--- config.mk ---
export PLATFORM = sky130hd
export DESIGN_NAME = uart_rx_fifo_flat
export DESIGN_NICKNAME = d
export VERILOG_FILES = /design/src/rtl/uart_rx_fifo_if.sv /design/src/rtl/uart_rx_fifo.sv /design/src/flat_wrapper.sv
export SDC_FILE = /design/constraint.sdc
export NUM_CORES = 1
export LEC_CHECK = 0
export ABC_CLOCK_PERIOD_IN_PS = 9000
export BUFFER_PORTS_ARGS = -buffer_cell sky130_fd_sc_hd__buf_2
export CAP_MARGIN = 20
export CORE_MARGIN = 2
export CORE_UTILIZATION = 45
export DETAILED_ROUTE_END_ITERATION = 10
export GPL_TIMING_DRIVEN = 0
export PLACE_DENSITY_LB_ADDON = 0.05
export SETUP_SLACK_MARGIN = 0.2
export SYNTH_ARGS = -nofsm -noshare
export SYNTH_HDL_FRONTEND = slang
export SYNTH_SLANG_ARGS = --single-unit
--- constraint.sdc ---
create_clock -name HCLK -period 9 [get_ports HCLK]
set_input_delay 0.45 -clock HCLK [delete_from_list [all_inputs] [get_ports HCLK]]
set_output_delay 0.45 -clock HCLK [all_outputs]
set_load 0.05 [all_outputs]
--- src/rtl/uart_rx_fifo_if.sv ---
// Bus bundle for uart_rx_fifo: serial input, FIFO pop port, status flags.
// Parity ports exist only when UART_RX_PARITY_EN is defined.
interface uart_rx_fifo_if #(
   parameter int AW = 4
) ();
   logic          en;
   logic [15:0]   prescale;
   logic          rx;
   logic          rd;
   logic [7:0]    rdata;
   logic          rvalid;
   logic [AW:0]   level;
   logic          clr;
   logic          overrun;
   logic          frame_err;
`ifdef UART_RX_PARITY_EN
   logic          parity_en;
   logic          parity_odd;
   logic          parity_err;

   modport master (
      output en, prescale, rx, rd, clr, parity_en, parity_odd,
      input  rdata, rvalid, level, overrun, frame_err, parity_err
   );
   modport slave (
      input  en, prescale, rx, rd, clr, parity_en, parity_odd,
      output rdata, rvalid, level, overrun, frame_err, parity_err
   );
`else
   modport master (
      output en, prescale, rx, rd, clr,
      input  rdata, rvalid, level, overrun, frame_err
   );
   modport slave (
      input  en, prescale, rx, rd, clr,
      output rdata, rvalid, level, overrun, frame_err
   );
`endif
endinterface

--- src/rtl/uart_rx_fifo.sv ---
// 8N1 UART receiver (16x oversampling) feeding a first-word-fall-through FIFO.
// Define UART_RX_PARITY_EN to add an optional parity bit check with sticky parity_err.
module uart_rx_fifo #(
   parameter int DEPTH = 16,
   parameter int AW    = 4
) (
   input  logic          HCLK,
   input  logic          HRESETn,
   uart_rx_fifo_if.slave bus
);

`ifdef UART_RX_PARITY_EN
   typedef enum logic [2:0] {
      S_IDLE    = 3'd0,
      S_START   = 3'd1,
      S_DATA    = 3'd2,
      S_STOP    = 3'd3,
      S_WAIT_HI = 3'd4,
      S_PARITY  = 3'd5
   } state_t;
`else
   typedef enum logic [2:0] {
      S_IDLE    = 3'd0,
      S_START   = 3'd1,
      S_DATA    = 3'd2,
      S_STOP    = 3'd3,
      S_WAIT_HI = 3'd4
   } state_t;
`endif

   localparam logic [AW:0]   FULL_LEVEL = (AW+1)'(DEPTH);
   localparam logic [AW:0]   LEVEL_ONE  = (AW+1)'(1);
   localparam logic [AW-1:0] PTR_ONE    = AW'(1);

   function automatic logic parity_calc(input logic [7:0] data, input logic odd);
      parity_calc = (^data) ^ odd;
   endfunction

   logic [1:0]    sync_q, sync_d;
   logic          rx_s;
   logic [15:0]   pcnt_q, pcnt_d;
   logic          tick_s;
   state_t        state_q, state_d, after_data_s;
   logic [3:0]    tcnt_q, tcnt_d;
   logic [2:0]    bit_q, bit_d;
   logic [7:0]    shift_q, shift_d;
   logic          push_s, ferr_set_s;
   logic [7:0]    mem_q [DEPTH];
   logic [7:0]    mem_d [DEPTH];
   logic [AW-1:0] wptr_q, wptr_d, rptr_q, rptr_d;
   logic [AW:0]   level_q, level_d;
   logic          pop_s, full_s, push_ok_s, ovr_set_s;
   logic          ovr_q, ovr_d, ferr_q, ferr_d;
`ifdef UART_RX_PARITY_EN
   logic          perr_set_s, perr_q, perr_d;
`endif

   assign rx_s = sync_q[1];

   // Oversample tick generator, held in phase reset until a start edge arrives
   always_comb begin
      sync_d = {sync_q[0], bus.rx};
      tick_s = 1'b0;
      pcnt_d = pcnt_q;
      if (!bus.en || state_q == S_IDLE) begin
         pcnt_d = 16'd0;
      end else if (pcnt_q == bus.prescale) begin
         tick_s = 1'b1;
         pcnt_d = 16'd0;
      end else begin
         pcnt_d = pcnt_q + 16'd1;
      end
   end

`ifdef UART_RX_PARITY_EN
   assign after_data_s = bus.parity_en ? S_PARITY : S_STOP;
`else
   assign after_data_s = S_STOP;
`endif

   // Frame decoder next-state logic
   always_comb begin
      state_d    = state_q;
      tcnt_d     = tcnt_q;
      bit_d      = bit_q;
      shift_d    = shift_q;
      push_s     = 1'b0;
      ferr_set_s = 1'b0;
`ifdef UART_RX_PARITY_EN
      perr_set_s = 1'b0;
`endif
      if (!bus.en) begin
         state_d = S_IDLE;
         tcnt_d  = 4'd0;
         bit_d   = 3'd0;
      end else begin
         case (state_q)
            S_IDLE: begin
               tcnt_d  = 4'd0;
               bit_d   = 3'd0;
               state_d = rx_s ? S_IDLE : S_START;
            end
            S_START: begin
               if (tick_s && tcnt_q == 4'd7) begin
                  tcnt_d  = 4'd0;
                  state_d = rx_s ? S_IDLE : S_DATA;
               end else if (tick_s) begin
                  tcnt_d = tcnt_q + 4'd1;
               end else begin
                  tcnt_d = tcnt_q;
               end
            end
            // tcnt wraps 15->0 on its own, so each 16th tick lands mid-bit
            S_DATA: begin
               if (tick_s) begin
                  tcnt_d = tcnt_q + 4'd1;
                  if (tcnt_q == 4'd15) begin
                     shift_d[bit_q] = rx_s;
                     bit_d          = bit_q + 3'd1;
                     state_d        = (bit_q == 3'd7) ? after_data_s : S_DATA;
                  end else begin
                     state_d = S_DATA;
                  end
               end else begin
                  tcnt_d = tcnt_q;
               end
            end
`ifdef UART_RX_PARITY_EN
            S_PARITY: begin
               if (tick_s) begin
                  tcnt_d = tcnt_q + 4'd1;
                  if (tcnt_q == 4'd15) begin
                     perr_set_s = (rx_s != parity_calc(shift_q, bus.parity_odd));
                     state_d    = S_STOP;
                  end else begin
                     state_d = S_PARITY;
                  end
               end else begin
                  tcnt_d = tcnt_q;
               end
            end
`endif
            S_STOP: begin
               if (tick_s) begin
                  tcnt_d = tcnt_q + 4'd1;
                  if (tcnt_q == 4'd15 && rx_s) begin
                     push_s  = 1'b1;
                     state_d = S_IDLE;
                  end else if (tcnt_q == 4'd15) begin
                     ferr_set_s = 1'b1;
                     state_d    = S_WAIT_HI;
                  end else begin
                     state_d = S_STOP;
                  end
               end else begin
                  tcnt_d = tcnt_q;
               end
            end
            // Line must return high before a new start bit is accepted (break filter)
            S_WAIT_HI: begin
               tcnt_d  = 4'd0;
               state_d = rx_s ? S_IDLE : S_WAIT_HI;
            end
            default: begin
               state_d = S_IDLE;
               tcnt_d  = 4'd0;
               bit_d   = 3'd0;
            end
         endcase
      end
   end

   // FIFO pointers, occupancy and sticky flags
   always_comb begin
      mem_d     = mem_q;
      pop_s     = bus.rd && (level_q != {(AW+1){1'b0}});
      full_s    = (level_q == FULL_LEVEL);
      push_ok_s = push_s && (!full_s || pop_s);
      ovr_set_s = push_s && full_s && !pop_s;
      wptr_d    = push_ok_s ? (wptr_q + PTR_ONE) : wptr_q;
      rptr_d    = pop_s ? (rptr_q + PTR_ONE) : rptr_q;
      if (push_ok_s) begin
         mem_d[wptr_q] = shift_q;
      end else begin
         mem_d[wptr_q] = mem_q[wptr_q];
      end
      case ({push_ok_s, pop_s})
         2'b10:   level_d = level_q + LEVEL_ONE;
         2'b01:   level_d = level_q - LEVEL_ONE;
         default: level_d = level_q;
      endcase
      ovr_d  = ovr_set_s  ? 1'b1 : (bus.clr ? 1'b0 : ovr_q);
      ferr_d = ferr_set_s ? 1'b1 : (bus.clr ? 1'b0 : ferr_q);
`ifdef UART_RX_PARITY_EN
      perr_d = perr_set_s ? 1'b1 : (bus.clr ? 1'b0 : perr_q);
`endif
   end

   // Receiver state registers
   always_ff @(posedge HCLK or negedge HRESETn) begin
      if (!HRESETn) begin
         sync_q  <= 2'b11;
         pcnt_q  <= 16'd0;
         state_q <= S_IDLE;
         tcnt_q  <= 4'd0;
         bit_q   <= 3'd0;
         shift_q <= 8'h00;
      end else begin
         sync_q  <= sync_d;
         pcnt_q  <= pcnt_d;
         state_q <= state_d;
         tcnt_q  <= tcnt_d;
         bit_q   <= bit_d;
         shift_q <= shift_d;
      end
   end

   // FIFO storage and status registers
   always_ff @(posedge HCLK or negedge HRESETn) begin
      if (!HRESETn) begin
         for (int i = 0; i < DEPTH; i++) begin
            mem_q[i] <= 8'h00;
         end
         wptr_q  <= {AW{1'b0}};
         rptr_q  <= {AW{1'b0}};
         level_q <= {(AW+1){1'b0}};
         ovr_q   <= 1'b0;
         ferr_q  <= 1'b0;
`ifdef UART_RX_PARITY_EN
         perr_q  <= 1'b0;
`endif
      end else begin
         mem_q   <= mem_d;
         wptr_q  <= wptr_d;
         rptr_q  <= rptr_d;
         level_q <= level_d;
         ovr_q   <= ovr_d;
         ferr_q  <= ferr_d;
`ifdef UART_RX_PARITY_EN
         perr_q  <= perr_d;
`endif
      end
   end

   assign bus.rdata     = mem_q[rptr_q];
   assign bus.rvalid    = (level_q != {(AW+1){1'b0}});
   assign bus.level     = level_q;
   assign bus.overrun   = ovr_q;
   assign bus.frame_err = ferr_q;
`ifdef UART_RX_PARITY_EN
   assign bus.parity_err = perr_q;
`endif

endmodule
--- src/flat_wrapper.sv ---
// flat-port wrapper written by rule: the top's interface ports become plain ports
module uart_rx_fifo_flat 
#(
   parameter int DEPTH = 16,
   parameter int AW    = 4
)
  (HCLK, HRESETn, bus_en, bus_prescale, bus_rx, bus_rd, bus_clr, bus_rdata, bus_rvalid, bus_level, bus_overrun, bus_frame_err);
  uart_rx_fifo_if #(.AW(AW)) bus_i ();
  input  logic HCLK;
  input  logic HRESETn;
  input wire logic [$bits(bus_i.en)-1:0] bus_en;
  input wire logic [$bits(bus_i.prescale)-1:0] bus_prescale;
  input wire logic [$bits(bus_i.rx)-1:0] bus_rx;
  input wire logic [$bits(bus_i.rd)-1:0] bus_rd;
  input wire logic [$bits(bus_i.clr)-1:0] bus_clr;
  output wire logic [$bits(bus_i.rdata)-1:0] bus_rdata;
  output wire logic [$bits(bus_i.rvalid)-1:0] bus_rvalid;
  output wire logic [$bits(bus_i.level)-1:0] bus_level;
  output wire logic [$bits(bus_i.overrun)-1:0] bus_overrun;
  output wire logic [$bits(bus_i.frame_err)-1:0] bus_frame_err;
  assign bus_i.en = bus_en;
  assign bus_i.prescale = bus_prescale;
  assign bus_i.rx = bus_rx;
  assign bus_i.rd = bus_rd;
  assign bus_i.clr = bus_clr;
  assign bus_rdata = bus_i.rdata;
  assign bus_rvalid = bus_i.rvalid;
  assign bus_level = bus_i.level;
  assign bus_overrun = bus_i.overrun;
  assign bus_frame_err = bus_i.frame_err;
  uart_rx_fifo #(.DEPTH(DEPTH), .AW(AW)) u_core (.HCLK(HCLK), .HRESETn(HRESETn), .bus(bus_i));
endmodule
# Yosys cells after proc, flatten, opt, wreduce, memory -nomap -nowiden
# Cells that the tools add are included.
# classes
mux	51
shift	0
addsub	7
magnitude_cmp	5
bitwise	2
n_div	0
mul	0
reduce_logical	23
n_eq_ne	16
# ops
cell	count
bitwise mux 128 bit	2
2-to-1 mux 128 bit	1
binary-select mux 8 bit (select 4 bit)	2
2-to-1 mux 8 bit	5
2-to-1 mux 3 bit	11
demux 8 bit (select 4 bit)	1
2-to-1 mux 16 bit	2
2-to-1 mux 1 bit	17
adder 16 x 1 -> 16 bit (second input constant)	1
equality test 16 bit	1
case mux 3 bit (5 select lines)	1
adder 4 x 1 -> 4 bit (second input constant)	3
2-to-1 mux 4 bit	3
!= test 3 x 2 -> 1 bit (second input constant)	4
greater-or-equal comparator 5 bit (second input constant)	2
NOT 4 -> 5 bit	2
case mux 5 bit (2 select lines)	1
bitwise mux 8 bit	1
logical AND 1 bit	8
case mux 4 bit (2 select lines)	1
equality test 3 x 2 -> 1 bit (second input constant)	2
equality test 3 bit (second input constant)	2
case mux 3 bit (2 select lines)	1
AND reduction 3 bit	2
23 further kinds	28
# word_totals
inputBits	22
memories	0
mem_bits_rw	0
word_cells	131
rom_bits	0
output_inout_bits	16
latch_bits	0
ff_bits	179

# Longest topological paths before layout
# logic_depth
ltp_word	9
mapped_depth	15
mapped_depth_nobuf	13

# Worst setup path after synthesis
# OpenSTA, ideal clock, no wires.
# synth_path
kind	register -> register
from	reg u_core.level_q[1], in the netlist u_core.bus.level[1]
to	reg u_core.level_q[4], in the netlist u_core.bus.level[4]
n_path_buf	2
period_less_slack_ns	3.755
path_stages_with_launch	14
path_slack_ns	5.245
t_required_ns	8.858
setup_ns	0.142
arrival_ns	3.613
cell_sequence	dfrtp_1 -> or4_4 -> or2_1 -> and2_1 -> buf_2 -> ha_1 -> clkbuf_1 -> xor2_1 -> ha_1 -> o21a_1 -> o22a_1 -> a21oi_1 -> mux2i_1 -> xnor2_1
# synth_via
elab_chain_len	6
word_cells_on_any_way	12
classes_between	2 x add/sub; 3 x eq/ne; 1 x mux; 6 x reduce/logical
# synth_lines
element	line_no	text
from (decl)	uart_rx_fifo.sv:51	logic [AW:0] level_q, level_d;
from (signal assigned)	uart_rx_fifo.sv:226	level_q <= {(AW+1){1'b0}};
from (signal assigned)	uart_rx_fifo.sv:236	level_q <= level_d;
nonzero test 5 bit (*)	--	
net bus_rvalid	flat_wrapper.sv:17	output wire logic [$bits(bus_i.rvalid)-1:0] bus_rvalid;
logical AND 1 bit (*)	uart_rx_fifo.sv:176	pop_s = bus.rd && (level_q != {(AW+1){1'b0}});
net u_core.pop_s	uart_rx_fifo.sv:52	logic pop_s, full_s, push_ok_s, ovr_set_s;
logical OR 1 bit	uart_rx_fifo.sv:178	push_ok_s = push_s && (!full_s || pop_s);
logical AND 1 bit	uart_rx_fifo.sv:178	
equality test 2 x 1 -> 1 bit / equality test 2 bit (equally long branches)	uart_rx_fifo.sv:187	case ({push_ok_s, pop_s})
case mux 5 bit (2 select lines) / nonzero test 2 bit (equally long branches)	--	
# The timed path passes the listed nets; every way through them passes the cells marked *.
# A chain may end at the register's enable or synchronous reset.

# Final worst setup path
# layout_path
from	reg u_core.tcnt_q[0]
to	reg u_core.level_q[4], in the netlist u_core.bus.level[4]
# layout_via
elab_chain_len	9
word_cells_on_any_way	11
classes_between	3 x eq/ne; 5 x mux; 3 x reduce/logical
# layout_lines
element	line_no	text
from (decl)	uart_rx_fifo.sv:44	logic [3:0] tcnt_q, tcnt_d;
from (signal assigned)	uart_rx_fifo.sv:212	tcnt_q <= tcnt_d;
equality test 4 bit (*)	uart_rx_fifo.sv:146	if (tcnt_q == 4'd15 && rx_s) begin
logical AND 1 bit (*)	uart_rx_fifo.sv:146	
2-to-1 mux 1 bit (*)	uart_rx_fifo.sv:146	
2-to-1 mux 1 bit (*)	uart_rx_fifo.sv:144	if (tick_s) begin
2-to-1 mux 1 bit (*)	uart_rx_fifo.sv:97	case (state_q)
2-to-1 mux 1 bit (*)	uart_rx_fifo.sv:92	if (!bus.en) begin
logical AND 1 bit (*)	uart_rx_fifo.sv:178	
equality test 2 x 1 -> 1 bit / equality test 2 bit (equally long branches)	uart_rx_fifo.sv:187	
case mux 5 bit (2 select lines) / nonzero test 2 bit (equally long branches)	--	
# Mark *: on every way between the ends. The rest lies on a longest branch, timed or not.

==> results.json <==
{
  "antennaDiodeCount": 0,
  "chipHeight_um": 154,
  "yosys_most_used_dff": "dfrtp_1",
  "io_buffer_count": 36,
  "synth_cell_type_count": 63,
  "htree_num_levels": 4,
  "dr.pass1.iters": 5,
  "status": "completed",
  "cp.arrival_ns": 4.12,
  "avgRoutedWirePerCell_um": 22.5,
  "syn_inst": 887,
  "worstMarginPinSlew_ns": 1.02,
  "period_share_pct": 41.8,
  "synth_seq_cells": 179,
  "total_leakage_power_nw": 3.92,
  "yosysTopAreaCell": "dfrtp_1",
  "cts_tree": "yes",
  "clock.fmax_mhz": 266,
  "critPathKind": "reg2reg",
  "slew_headroom_pct": 32.2,
  "fin_skew_ns": 0.0107,
  "synth_enable_flop_cells": 0,
  "fin_ws_ns": 5.24,
  "clk_latency_ns": 0.44,
  "pre_cts_ws_ns": 5.21,
  "start_util_pct": 45.4,
  "maxCapViolCount": 0,
  "path_max_fanout": 10,
  "layout-drive-gt1-share_pct": 24.5,
  "clock_sinks": 179,
  "hold_class": "in2reg",
  "max-vdd-ir-drop_uv": 98.0,
  "vias": 7621,
  "hpwlAfterDp_um": 20600,
  "design.die.area_um2": 23900,
  "p_per_area_nw_per_um2": 151,
  "area_delta_synth_final_pct": 11.9,
  "grt_remaining_overflow": 0,
  "cts-root-buf": "clkbuf_16",
  "async_flop_share_pct": 100,
  "drc": 0,
  "ys_warn_count": 0,
  "hold_path_depth": 1,
  "first_global_vias": 7716,
  "core-area_um2": 22400,
  "via_per_inst": 6.14,
  "clk_pin_slew_ns": 0.07,
  "min-delay-start": "bus_rx",
  "slew_violations": 0,
  "fp-row-count": 55,
  "setup_viol": 0,
  "place_congestion": 0.890,
  "drtIter0Drc": 550,
  "grt_pass1_wl_um": 44400,
  "wl_met1_um": 11700,
  "power_mw": 1.72,
  "yosysSeqAreaShare_pct": 44.0,
  "avgSynthCellArea_um2": 11.5,
  "endpoint_kind": "flop",
  "met2_length_um": 13700,
  "finalHoldViolations": 0,
  "wl_met3_um": 1780,
  "fin_area_um2": 11400,
  "synthesis.nets": 922,
  "clk_path_buf_depth": 2,
  "crit-reg2reg-capture": "u_core.bus.level[4]$_DFFE_PN0P_",
  "min_to": "u_core.sync_q[0]$_DFF_PN1_",
  "post_dp_cell_area_um2": 10800,
  "cts_made_buffers": 17,
  "yosysTopAreaCellShare_pct": 43.5,
  "worst_r2r_path_depth": 15,
  "rsz0062_at_grt": "no",
  "cts-resized-gates": 0,
  "setup_tns_ns": 0,
  "layout_min_cycle_time_ns": 3.76,
  "highest_layer": "met4",
  "cp_data_required_time_ns": 9.36,
  "grt_max_degree": 114,
  "timing.rr.start": "u_core.tcnt_q[0]$_DFF_PN0_",
  "wl_um": 27900,
  "antenna_found_initial": 0,
  "yosys-top-cells-area": "dfrtp_1 43%, mux4_2 16%, a31oi_1 7.2%, nor2_1 5.6%, xor2_1 2.3%",
  "drtAntennaViolNets": 0,
  "io_pins": 38,
  "die_w_um": 154,
  "start_kind": "flop",
  "rrSetupSlack_ns": 5.24,
  "syn_area_um2": 10200,
  "grt_usage_pct": 24.4,
  "fin_nets": 979
}
-- Yosys cell counts, types with 9 or more instances --
cell,instances
nand3_1,15
buf_2,14
inv_1,10
xor2_1,27
a31oi_1,118
and2_1,19
xnor2_1,15
buf_6,16
clkbuf_1,30
nand2_1,28
a21oi_1,9
a31oi_2,10
nor2_1,152
buf_1,21
a22oi_1,16
mux4_2,72
ha_1,13
o21ai_4,9
dfrtp_1,177
-- metal layers --
layer	global-route usage, %	up-vias
li1	-	3420
met1	32.5	3858
met2	40.3	285
met3	5.04	58
met4	8.11	0
met5	0	-
-- state kept, by name, summed over array words and instances, names as in the netlist, 4 cells and up --
signal            flops
u_core.tcnt_q         4
u_core.rptr_q         4
u_core.shift_q        8
u_core.pcnt_q        16
u_core.bus.level      5
u_core.wptr_q         4
u_core.mem_q        128
-- what timing repair did --
item                                   in CTS  in global routing
buffers inserted                            0                  0
endpoints found under the hold margin      51                  0
hold buffers                                1                  0
-- cell usage in the layout (no fill, tap or decap), drive strengths merged, types with 3 or more instances in the layout --
cell	n
and2	19
a22oi	16
nand3	23
or2	3
clkinv	6
nand4	7
buf	98
nor2b	3
a32o	3
inv	14
and3	8
xnor2	15
xor2	27
nor3	8
nand2b	3
bufinv	3
nor4b	3
ha	13
clkbuf	50
mux2	11
mux4	72
a21oi	9
nor2	153
nand2	30
dfrtp	177
a31oi	128
mux2i	3
o21ai	16
nor4	8
or3	3
-- report_power, final --
group          switching (mW)  internal, mW  leakage [nW]  total [mW]
Combinational          0.0724        0.0328          1.79       0.105
Clock                   0.344         0.458         0.309       0.802
Sequential            0.00534         0.810          1.82       0.815
-- cells by family (layout without fill, tap and decap cells) --
group / after synthesis / after routing / share of synthesized area (%)
buffers and inverters: 102 / 172 / 5.73
xor gates and xnor gates: 42 / 42 / 3.61
AOI/OAI and AO/OA: 187 / 187 / 13.5
DFF: 179 / 179 / 44.0
and+or+nand+nor: 278 / 278 / 14.1
adders and majority gates: 13 / 13 / 1.60
muxes: 86 / 86 / 17.5
-- how the worst max path moves through the flow --
stage,depth (start not counted),startpoint,endpoint
floorplan,13,u_core.bus.level[1]$_DFFE_PN0P_,u_core.bus.level[4]$_DFFE_PN0P_
global placement,1,HRESETn,u_core.bus.level[0]$_DFFE_PN0P_
detailed placement,16,bus_prescale[9],u_core.bus.level[4]$_DFFE_PN0P_
CTS,15,u_core.tcnt_q[0]$_DFF_PN0_,u_core.bus.level[4]$_DFFE_PN0P_
global route,15,u_core.tcnt_q[0]$_DFF_PN0_,u_core.bus.level[4]$_DFFE_PN0P_
finish,15,u_core.tcnt_q[0]$_DFF_PN0_,u_core.bus.level[4]$_DFFE_PN0P_
-- stage by stage --
stage          hold WS, ns  instances  utilization, %
6_report             0.104       1242            50.8
5_1_grt             0.0905       1242            50.8
4_1_cts             0.0903       1242            50.8
3_5_place_dp         0.349       1209            48.0
3_3_place_gp         0.348       1208            47.8
2_1_floorplan        0.154        887               -
-- worst max-delay path: stages (launching register included) --
cell      delay (ns)
dfrtp_1         0.39
ha_1            0.23
and3_1          0.17
buf_4           0.16
nand4_2         0.16
nor2_4          0.50
nand2_2         0.19
ha_1            0.25
clkbuf_1        0.23
xor2_1          0.20
ha_1            0.24
o21a_1          0.18
o22a_1          0.20
a21oi_1         0.20
mux2i_1         0.24
xnor2_1         0.14
-- cell type report --
type | instances | area, µm²
timing repair buffer | 38 | 228
buffer | 92 | 547
inverter | 10 | 37.5
tap | 285 | 357
fill | 1987 | 11000
multi-input combinational | 606 | 5130
clock buffer | 19 | 453
sequential | 179 | 4480
clock inverter | 13 | 174
Power figures use the tool's default switching activity.
